`src/rtl/rti_sequencer_pkg.sv`:
```
// Shared processor constants: RTI sequencer state encoding, pop-target selects and
// the stack opcodes the interrupt and RTI sequencers inject into the pipeline.
package rti_sequencer_pkg;

  typedef enum logic [2:0] {
    ST_IDLE    = 3'd0,
    ST_STALL   = 3'd1,
    ST_POP_PCH = 3'd2,
    ST_POP_PCL = 3'd3,
    ST_POP_CCR = 3'd4,
    ST_WAIT    = 3'd5,
    ST_PC_LOAD = 3'd6
  } rti_state_e;

  localparam logic [1:0] SEL_PCL = 2'b00;
  localparam logic [1:0] SEL_PCH = 2'b01;
  localparam logic [1:0] SEL_CCR = 2'b10;

  localparam logic [15:0] OP_NOP     = 16'h0000;
  localparam logic [15:0] OP_POP_PCL = 16'h6808;
  localparam logic [15:0] OP_POP_PCH = 16'h6809;
  localparam logic [15:0] OP_POP_CCR = 16'h680A;

  // Interrupt entry pushes CCR, PCL, PCH; RTI pops in the reverse order.
  localparam logic [15:0] OP_PSH_PCL = 16'h6800;
  localparam logic [15:0] OP_PSH_PCH = 16'h6801;
  localparam logic [15:0] OP_PSH_CCR = 16'h6802;

endpackage

```
`src/rtl/rti_sequencer.sv`:
```
// Return-from-interrupt sequencer: stalls fetch, injects POP PCH/PCL/CCR, waits for the
// PC halves to retire from write-back, then strobes the return address into the PC.
module rti_sequencer
  import rti_sequencer_pkg::*;
#(
  parameter int WAIT_LIMIT = 7
) (
  input  logic        clk,
  input  logic        reset,
  input  logic        enable,
  input  logic        rti_detect,
  input  logic        pop_valid,
  input  logic [1:0]  pop_sel,
  input  logic [15:0] pop_data,
  output logic        pc_stop,
  output logic [15:0] instruction,
  output logic        pc_change,
  output logic [31:0] pc_value,
  output logic        int_block,
  output logic        rti_err
);

  localparam logic [2:0] LAST_WAIT = 3'(WAIT_LIMIT - 1);

  rti_state_e  state_q, state_d;
  logic [15:0] pch_q, pch_d;
  logic [15:0] pcl_q, pcl_d;
  logic        have_pch_q, have_pch_d;
  logic        have_pcl_q, have_pcl_d;
  logic [2:0]  cnt_q, cnt_d;
  logic        err_q, err_d;
  logic        cap_pch, cap_pcl;

  assign cap_pch = (state_q != ST_IDLE) && pop_valid && (pop_sel == SEL_PCH);
  assign cap_pcl = (state_q != ST_IDLE) && pop_valid && (pop_sel == SEL_PCL);

  always_comb begin
    state_d    = state_q;
    pch_d      = pch_q;
    pcl_d      = pcl_q;
    have_pch_d = have_pch_q;
    have_pcl_d = have_pcl_q;
    cnt_d      = cnt_q;
    err_d      = 1'b0;

    if (cap_pch) begin
      pch_d      = pop_data;
      have_pch_d = 1'b1;
    end
    if (cap_pcl) begin
      pcl_d      = pop_data;
      have_pcl_d = 1'b1;
    end

    case (state_q)
      ST_IDLE: begin
        if (rti_detect) begin
          state_d    = ST_STALL;
          have_pch_d = 1'b0;
          have_pcl_d = 1'b0;
        end
      end
      ST_STALL:   state_d = ST_POP_PCH;
      ST_POP_PCH: state_d = ST_POP_PCL;
      ST_POP_PCL: state_d = ST_POP_CCR;
      ST_POP_CCR: begin
        state_d = ST_WAIT;
        cnt_d   = 3'd0;
      end
      ST_WAIT: begin
        // A capture landing this cycle counts, so the flags are tested after update.
        if (have_pch_d && have_pcl_d) begin
          state_d = ST_PC_LOAD;
        end else if (cnt_q == LAST_WAIT) begin
          state_d = ST_IDLE;
          err_d   = 1'b1;
        end else begin
          cnt_d = cnt_q + 3'd1;
        end
      end
      ST_PC_LOAD: state_d = ST_IDLE;
      default:    state_d = ST_IDLE;
    endcase

    // Disable outranks reset; neither lets a pending PC load escape.
    if (!enable) begin
      state_d    = ST_IDLE;
      have_pch_d = 1'b0;
      have_pcl_d = 1'b0;
      cnt_d      = 3'd0;
      err_d      = 1'b0;
    end else if (!reset) begin
      state_d    = ST_IDLE;
      pch_d      = 16'h0000;
      pcl_d      = 16'h0000;
      have_pch_d = 1'b0;
      have_pcl_d = 1'b0;
      cnt_d      = 3'd0;
      err_d      = 1'b0;
    end
  end

  always_ff @(posedge clk) begin
    state_q    <= state_d;
    pch_q      <= pch_d;
    pcl_q      <= pcl_d;
    have_pch_q <= have_pch_d;
    have_pcl_q <= have_pcl_d;
    cnt_q      <= cnt_d;
    err_q      <= err_d;
  end

  always_comb begin
    pc_stop     = (state_q != ST_IDLE);
    int_block   = (state_q != ST_IDLE);
    pc_change   = (state_q == ST_PC_LOAD);
    pc_value    = (state_q == ST_PC_LOAD) ? {pch_q, pcl_q} : 32'h0000_0000;
    rti_err     = err_q;
    instruction = OP_NOP;
    case (state_q)
      ST_POP_PCH: instruction = OP_POP_PCH;
      ST_POP_PCL: instruction = OP_POP_PCL;
      ST_POP_CCR: instruction = OP_POP_CCR;
      default:    instruction = OP_NOP;
    endcase
  end

endmodule

```
`config.mk`:
```
export PLATFORM = sky130hd
export DESIGN_NAME = rti_sequencer
export DESIGN_NICKNAME = d
export VERILOG_FILES = /design/src/rtl/rti_sequencer_pkg.sv /design/src/rtl/rti_sequencer.sv
export SDC_FILE = /design/constraint.sdc
export NUM_CORES = 1
export LEC_CHECK = 0
export ABC_CLOCK_PERIOD_IN_PS = 1400
export CORE_UTILIZATION = 40
export CTS_CLUSTER_DIAMETER = 100
export DETAILED_ROUTE_END_ITERATION = 8
export PLACE_DENSITY = 0.76
export SLEW_MARGIN = 0
export SYNTH_ARGS = -nofsm -noshare
export SYNTH_HDL_FRONTEND = slang
export SYNTH_SLANG_ARGS = --single-unit
```
`constraint.sdc`:
```
create_clock -name clk -period 1.4 [get_ports clk]
set_input_delay 0.21 -clock clk [delete_from_list [all_inputs] [get_ports clk]]
set_output_delay 0.21 -clock clk [all_outputs]
set_load 0.05 [all_outputs]
```
== Yosys cells after proc, flatten, opt, wreduce, memory -nomap -nowiden ==
Index checks and enable logic that the tools add are counted.
Cells by class
  add/subtract/negate cells: 1
  eq/ne operators: 12
  muxes and demuxes: 22
  bitwise gates (word level): 3
  reduce and logical (&&, ||, !) cells: 12
Operators by type and width (number)
  $mux 16: 6
  $pmux 15 s3: 1
  $mux 32: 1
  $pmux 3 s6: 1
  $mux 3: 5
  $eq 3x3->1 const B: 4
  $mux 1: 7
  $eq 3x2->1 const B: 2
  $ne 2x2->1 const B: 3
  $pmux 3 s2: 1
  $logic_and 1x1->1: 4
  $reduce_and 2->1: 2
  $reduce_or 4->1: 1
  $add 3x1->3 const B: 1
  $eq 3x1->1 const B: 1
  $logic_not 3->1: 1
  $ne 3x3->1 const B: 1
  $not 1->1: 3
  $reduce_and 3->1: 1
  $reduce_bool 3->1: 1
  $eq 2x1->1 const B: 1
  $logic_not 2->1: 1
  $reduce_bool 2->1: 1
Storage, ports and cells
  register bits: 41
  input port bits: 23
  output and inout port bits: 52
  logic and storage cells: 57

== Longest topological paths before layout ==
  depth in word-level cells: 7
  mapped depth: 8
  depth with buffers taken out: 6

== Worst setup path before layout ==
OpenSTA, ideal clock, no wires.
  path type: register to output
  start: reg state_q[1]
  end: out instruction[11]
  arrival: 2.507 ns
  data required time: 1.190 ns
  path slack: -1.317 ns
  cell stages (with the launch flop): 5
  buffers on the path: 2
  cells stage by stage: dfxtp_1 -> buf_2 -> nor3b_1 -> a21o_1 -> buf_4
Between the ends
  longest elaborated chain between the ends: 2
  elaborated cells on any way between the ends: 4
  those cells by class: 3 x eq/ne; 1 x mux
Ends and longest elaborated chain
  start, declared: line rti_sequencer.sv:25  | rti_state_e state_q, state_d;
  start signal, assigned: line rti_sequencer.sv:104  | state_q <= state_d;
  $eq 3x3->1 or $eq 3x2->1 (tied branches): line rti_sequencer.sv:120  | case (state_q)
  $pmux 15 s3 (*): line rti_sequencer.sv:120
  end, declared: line rti_sequencer.sv:16  | output logic [15:0] instruction,
Every way passes the cells marked *; elsewhere a longest branch is shown, timed or not.

== Worst setup path in the final report ==
  start: reg state_q[0]
  end: out pc_value[3]
Between the ends
  longest elaborated chain between the ends: 2
Ends and longest elaborated chain
  $eq 3x3->1: line rti_sequencer.sv:117  | pc_value = (state_q == ST_PC_LOAD) ? {pch_q, pcl_q} : 32'h0000_0000;
  $mux 32: line rti_sequencer.sv:117
  end, declared: line rti_sequencer.sv:18  | output logic [31:0] pc_value,
No other way between the ends.

==> results by stage <==
Logic synthesis:
- Yosys printed 0 warnings.
- In the synthesized netlist, the cells that appear most often are sky130_fd_sc_hd__dfxtp_1 (41), sky130_fd_sc_hd__nand2_1 (40), sky130_fd_sc_hd__and2_1 (35).
- Yosys instantiated no cell more often than sky130_fd_sc_hd__dfxtp_1.
- The synthesized netlist cell count is 237.
- The most used flip-flop cell after synthesis is sky130_fd_sc_hd__dfxtp_1.
- The largest total area in the synthesized netlist belongs to sky130_fd_sc_hd__dfxtp_1.
- The share of flip-flops with an asynchronous set or reset is 0.
- The netlist area before placement is 0.00202 mm².
- The count of state elements after synthesis is 41.
- The sequential fraction of the synthesis area is 0.405.
- The mean cell area of the mapped netlist is 8.54 µm².
- Yosys attributes the largest share of cell area to sky130_fd_sc_hd__dfxtp_1 (41%), sky130_fd_sc_hd__and2_1 (11%), sky130_fd_sc_hd__mux2i_1 (8.4%).
- The fraction of post-synthesis cell area in the top cell type by area is 0.405.
- Synthesis instantiated 39 different standard cells from the library.
- The number of enable flip-flop cells after synthesis is 0.

Pwr:
- Internal power comes to 1.70 mW.
- The share of total power dissipated in sequential elements is 0.513.
- The switching portion of total power is 0.277.
- In this run the power spent charging and discharging nets is 0.653 mW.
- The clock group share of total power is 0.320.
- For this design the ratio of total power to cell area is 621 mW/mm².
- The static power due to leakage is 1.47 nW.
- The share of total power dissipated in combinational logic is 0.167.
- Across the VDD grid, the largest voltage drop is 638 µV.
- The total power of the final layout is 2.36 mW.

Floorplanning:
- After floorplanning, the core was sized to cover 0.00479 mm².
- Row generation in the floorplan step produced 25 rows.
- The count of boundary I/O pins is 75.
- In this run the horizontal extent of the chip is 73.1 µm.
- The height of the die is 73.1 µm.
- The die covers 0.00535 mm².
- The effective utilization at floorplan is 0.423.

Drt:
- The count of nets left with antenna violations once routing finished came out at 0.
- Wires add up to 6130 µm.
- The detailed-router iteration count before antenna repair is 4.
- The routed via count is 1998.
- After detailed routing, the number of vias per cell comes to 5.11.
- The average wire per cell in the routed design is 15.7 µm.
- After detailed routing, the number of remaining DRC violations is 0.
- After the first detailed-routing iteration, the DRC count stood at 138.

Critical path:
- The startpoint identified for the worst register-to-register timing path is state_q[0].
- The path type of the worst setup path is reg2out.
- The setup check on the worst reg-to-reg path leaves a slack of -0.24 ns.
- The type of element capturing the critical path is an output port.
- Data arrives at the worst endpoint at 1.54 ns.
- The logic depth of the worst register-to-register path is 7.
- The startpoint kind of the worst setup timing path is a flip-flop.
- In this run the critical register-to-register path is captured at cnt_q[1].
- The required time of the worst setup path is 1.19 ns.
- The maximum net fanout on the critical path is 10.

Worst hold path:
- The worst hold path terminates at pcl_q[9].
- The worst hold path passes through 2 cells.
- The startpoint of the worst hold path is pcl_q[9].
- The worst hold path belongs to the class reg2reg.

Clock network:
- Clock tree synthesis selected as its root buffer the cell sky130_fd_sc_hd__clkbuf_8.
- TritonCTS built the clock tree.
- In this run the number of H-tree levels came out at 2.
- For the worst-skew pair, the clock arrives at the later sink with an insertion delay of 0.30 ns.
- The clock sink count is 41.
- Clock tree synthesis inserted a total of 5 buffers.
- The maximum buffer depth of the clock tree is 2.
- The post-cts hold buffer count is 0.
- After clock tree synthesis, the clock-pin slew on the worst setup and hold paths is 0.08 ns.

Place:
- The routability congestion estimate from global placement is 0.897.
- The number of port buffers is 64.
- The number of placed instances, taps included, is 371.
- Detailed placement finished with a half-perimeter wire length of 3700 µm.
- The pre-CTS worst setup slack is -0.346 ns.

Cells and area:
- The fill cell total of the finished layout is 263.
- The number of standard cells in the final layout excluding fillers is 391.
- The fraction of final layout cells sized beyond drive strength 1 is 0.491.
- 0 antenna diodes ended up in the layout.
- Relative to the synthesized area, the layout overhead comes to 87.4%.
- For this run, the share of the core covered by cells in the final layout is 0.793.
- The net count of the finished layout is 349.

STA:
- The achievable clock frequency is 571 MHz.
- Setup repair after global routing could not meet its margin everywhere.
- The setup slack of the critical path after layout is -0.352 ns.
- The clock arrives with 0.00784 ns of skew.
- The count of pins over their slew limit is 0.
- The setup TNS is -16.01 ns.
- The final critical path time including I/O delays and setup is 1.75 ns.
- The count of endpoints failing hold in the final timing report came to 0.
- Of the available clock period, the critical path in the final layout requires 1.25.
- Setup violations remaining at the end of the flow were counted as 77.

Status:
- The checks that failed: setup timing.
- The flow ran to the end, but the final reports show violations.

Global routing:
- The via count of the first global-routing pass is 1897.
- The first global-routing pass estimated 9110 µm of wire.
- The initial antenna violation count is 0.
- The global routing usage summed across all routing layers is 0.226.
- The total overflow left after global routing is 0.
- Entering global routing, the biggest net connects 33 pins.

Flow run:
- The max-capacitance violation count is 0.
power by group through the flow:
stage / Clock [mW] / Sequential, mW / Combinational [mW]
2_1_floorplan: 0 / 1.23 / 0.211
3_3_place_gp: 0 / 1.23 / 0.323
3_5_place_dp: 0 / 1.24 / 0.329
4_1_cts: 0.747 / 1.21 / 0.366
5_1_grt: 0.812 / 1.21 / 0.414
6_report: 0.754 / 1.21 / 0.394
cell families (layout without fill, tap and decap cells):
family / count (synthesis) / count (layout) / synth area share
simple gates: 109 / 110 / 0.273
flops: 41 / 41 / 0.405
compound gates: 34 / 34 / 0.116
buf+inv: 32 / 109 / 0.103
mux: 17 / 17 / 0.0841
fa+ha+maj: 2 / 2 / 0.0124
other cells: 1 / 10 / 0.00185
xor+xnor: 1 / 1 / 0.00433
placed cells by master, fill, tap and decap left out, drive strengths merged, types with 4 or more instances in the layout:
master and n:
clkdlybuf4s50 22, buf 74, conb 10, and2 35, a21oi 18, nor2 20, dfxtp 41, clkbuf 8
nand2 40, mux2i 17, inv 4
state kept, by name (all words and copies together), names as in the netlist:
signal      count
cnt_q           3
pch_q          16
have_pcl_q      1
rti_err         1
state_q         3
have_pch_q      1
pcl_q          16
final cells by class:
class	count	area [µm²]	area share
clock buffer	6	72.6	0.0191
clock inverter	1	5.00	0.00132
inverter	4	17.5	0.00462
multi-input combinational	174	1320	0.347
sequential	41	830	0.219
tap	67	83.8	0.0221
timing repair buffer	98	1470	0.388
how the worst max path moves through the flow:
stage | cells after the start | slack, ns | to | startpoint
3_3_place_gp | 5 | -0.26 | cnt_q[1] | pop_sel[0]
5_1_grt | 6 | -0.40 | pc_value[3] | state_q[0]
4_1_cts | 6 | -0.34 | pc_value[28] | state_q[0]
2_1_floorplan | 4 | -0.28 | instruction[11] | state_q[1]
3_5_place_dp | 5 | -0.35 | cnt_q[1] | pop_sel[0]
6_report | 6 | -0.35 | pc_value[3] | state_q[0]
critical path, stage by stage (launching register included):
cell                      delay, ns
sky130_fd_sc_hd__dfxtp_4       0.35
sky130_fd_sc_hd__buf_6         0.11
sky130_fd_sc_hd__nor3b_4       0.20
sky130_fd_sc_hd__buf_6         0.16
sky130_fd_sc_hd__buf_12        0.13
sky130_fd_sc_hd__and2_4        0.16
sky130_fd_sc_hd__buf_12        0.13
layer usage:
metal  track usage  wire (µm)  part of all wire
met1         0.272       2560              0.42
met2         0.389       3020              0.49
met3        0.0580        388             0.063
met4        0.0806        169             0.028
met5             0          0                 0
metrics by stage:
step | hold WS, ns | cell area (µm²)
6_report | 0.456 | 3790
5_1_grt | 0.478 | 3790
4_1_cts | 0.460 | 3660
3_5_place_dp | 0.449 | 3360
3_3_place_gp | 0.440 | 3360
2_1_floorplan | 0.309 | 2250
what timing repair did:
item                       CTS  global route
gates resized for setup     30            27
gates cloned                 2             3
setup buffers                8             1
pin swaps                   23            23
setup endpoints to repair   61            81
Power figures use the tool's default switching activity.
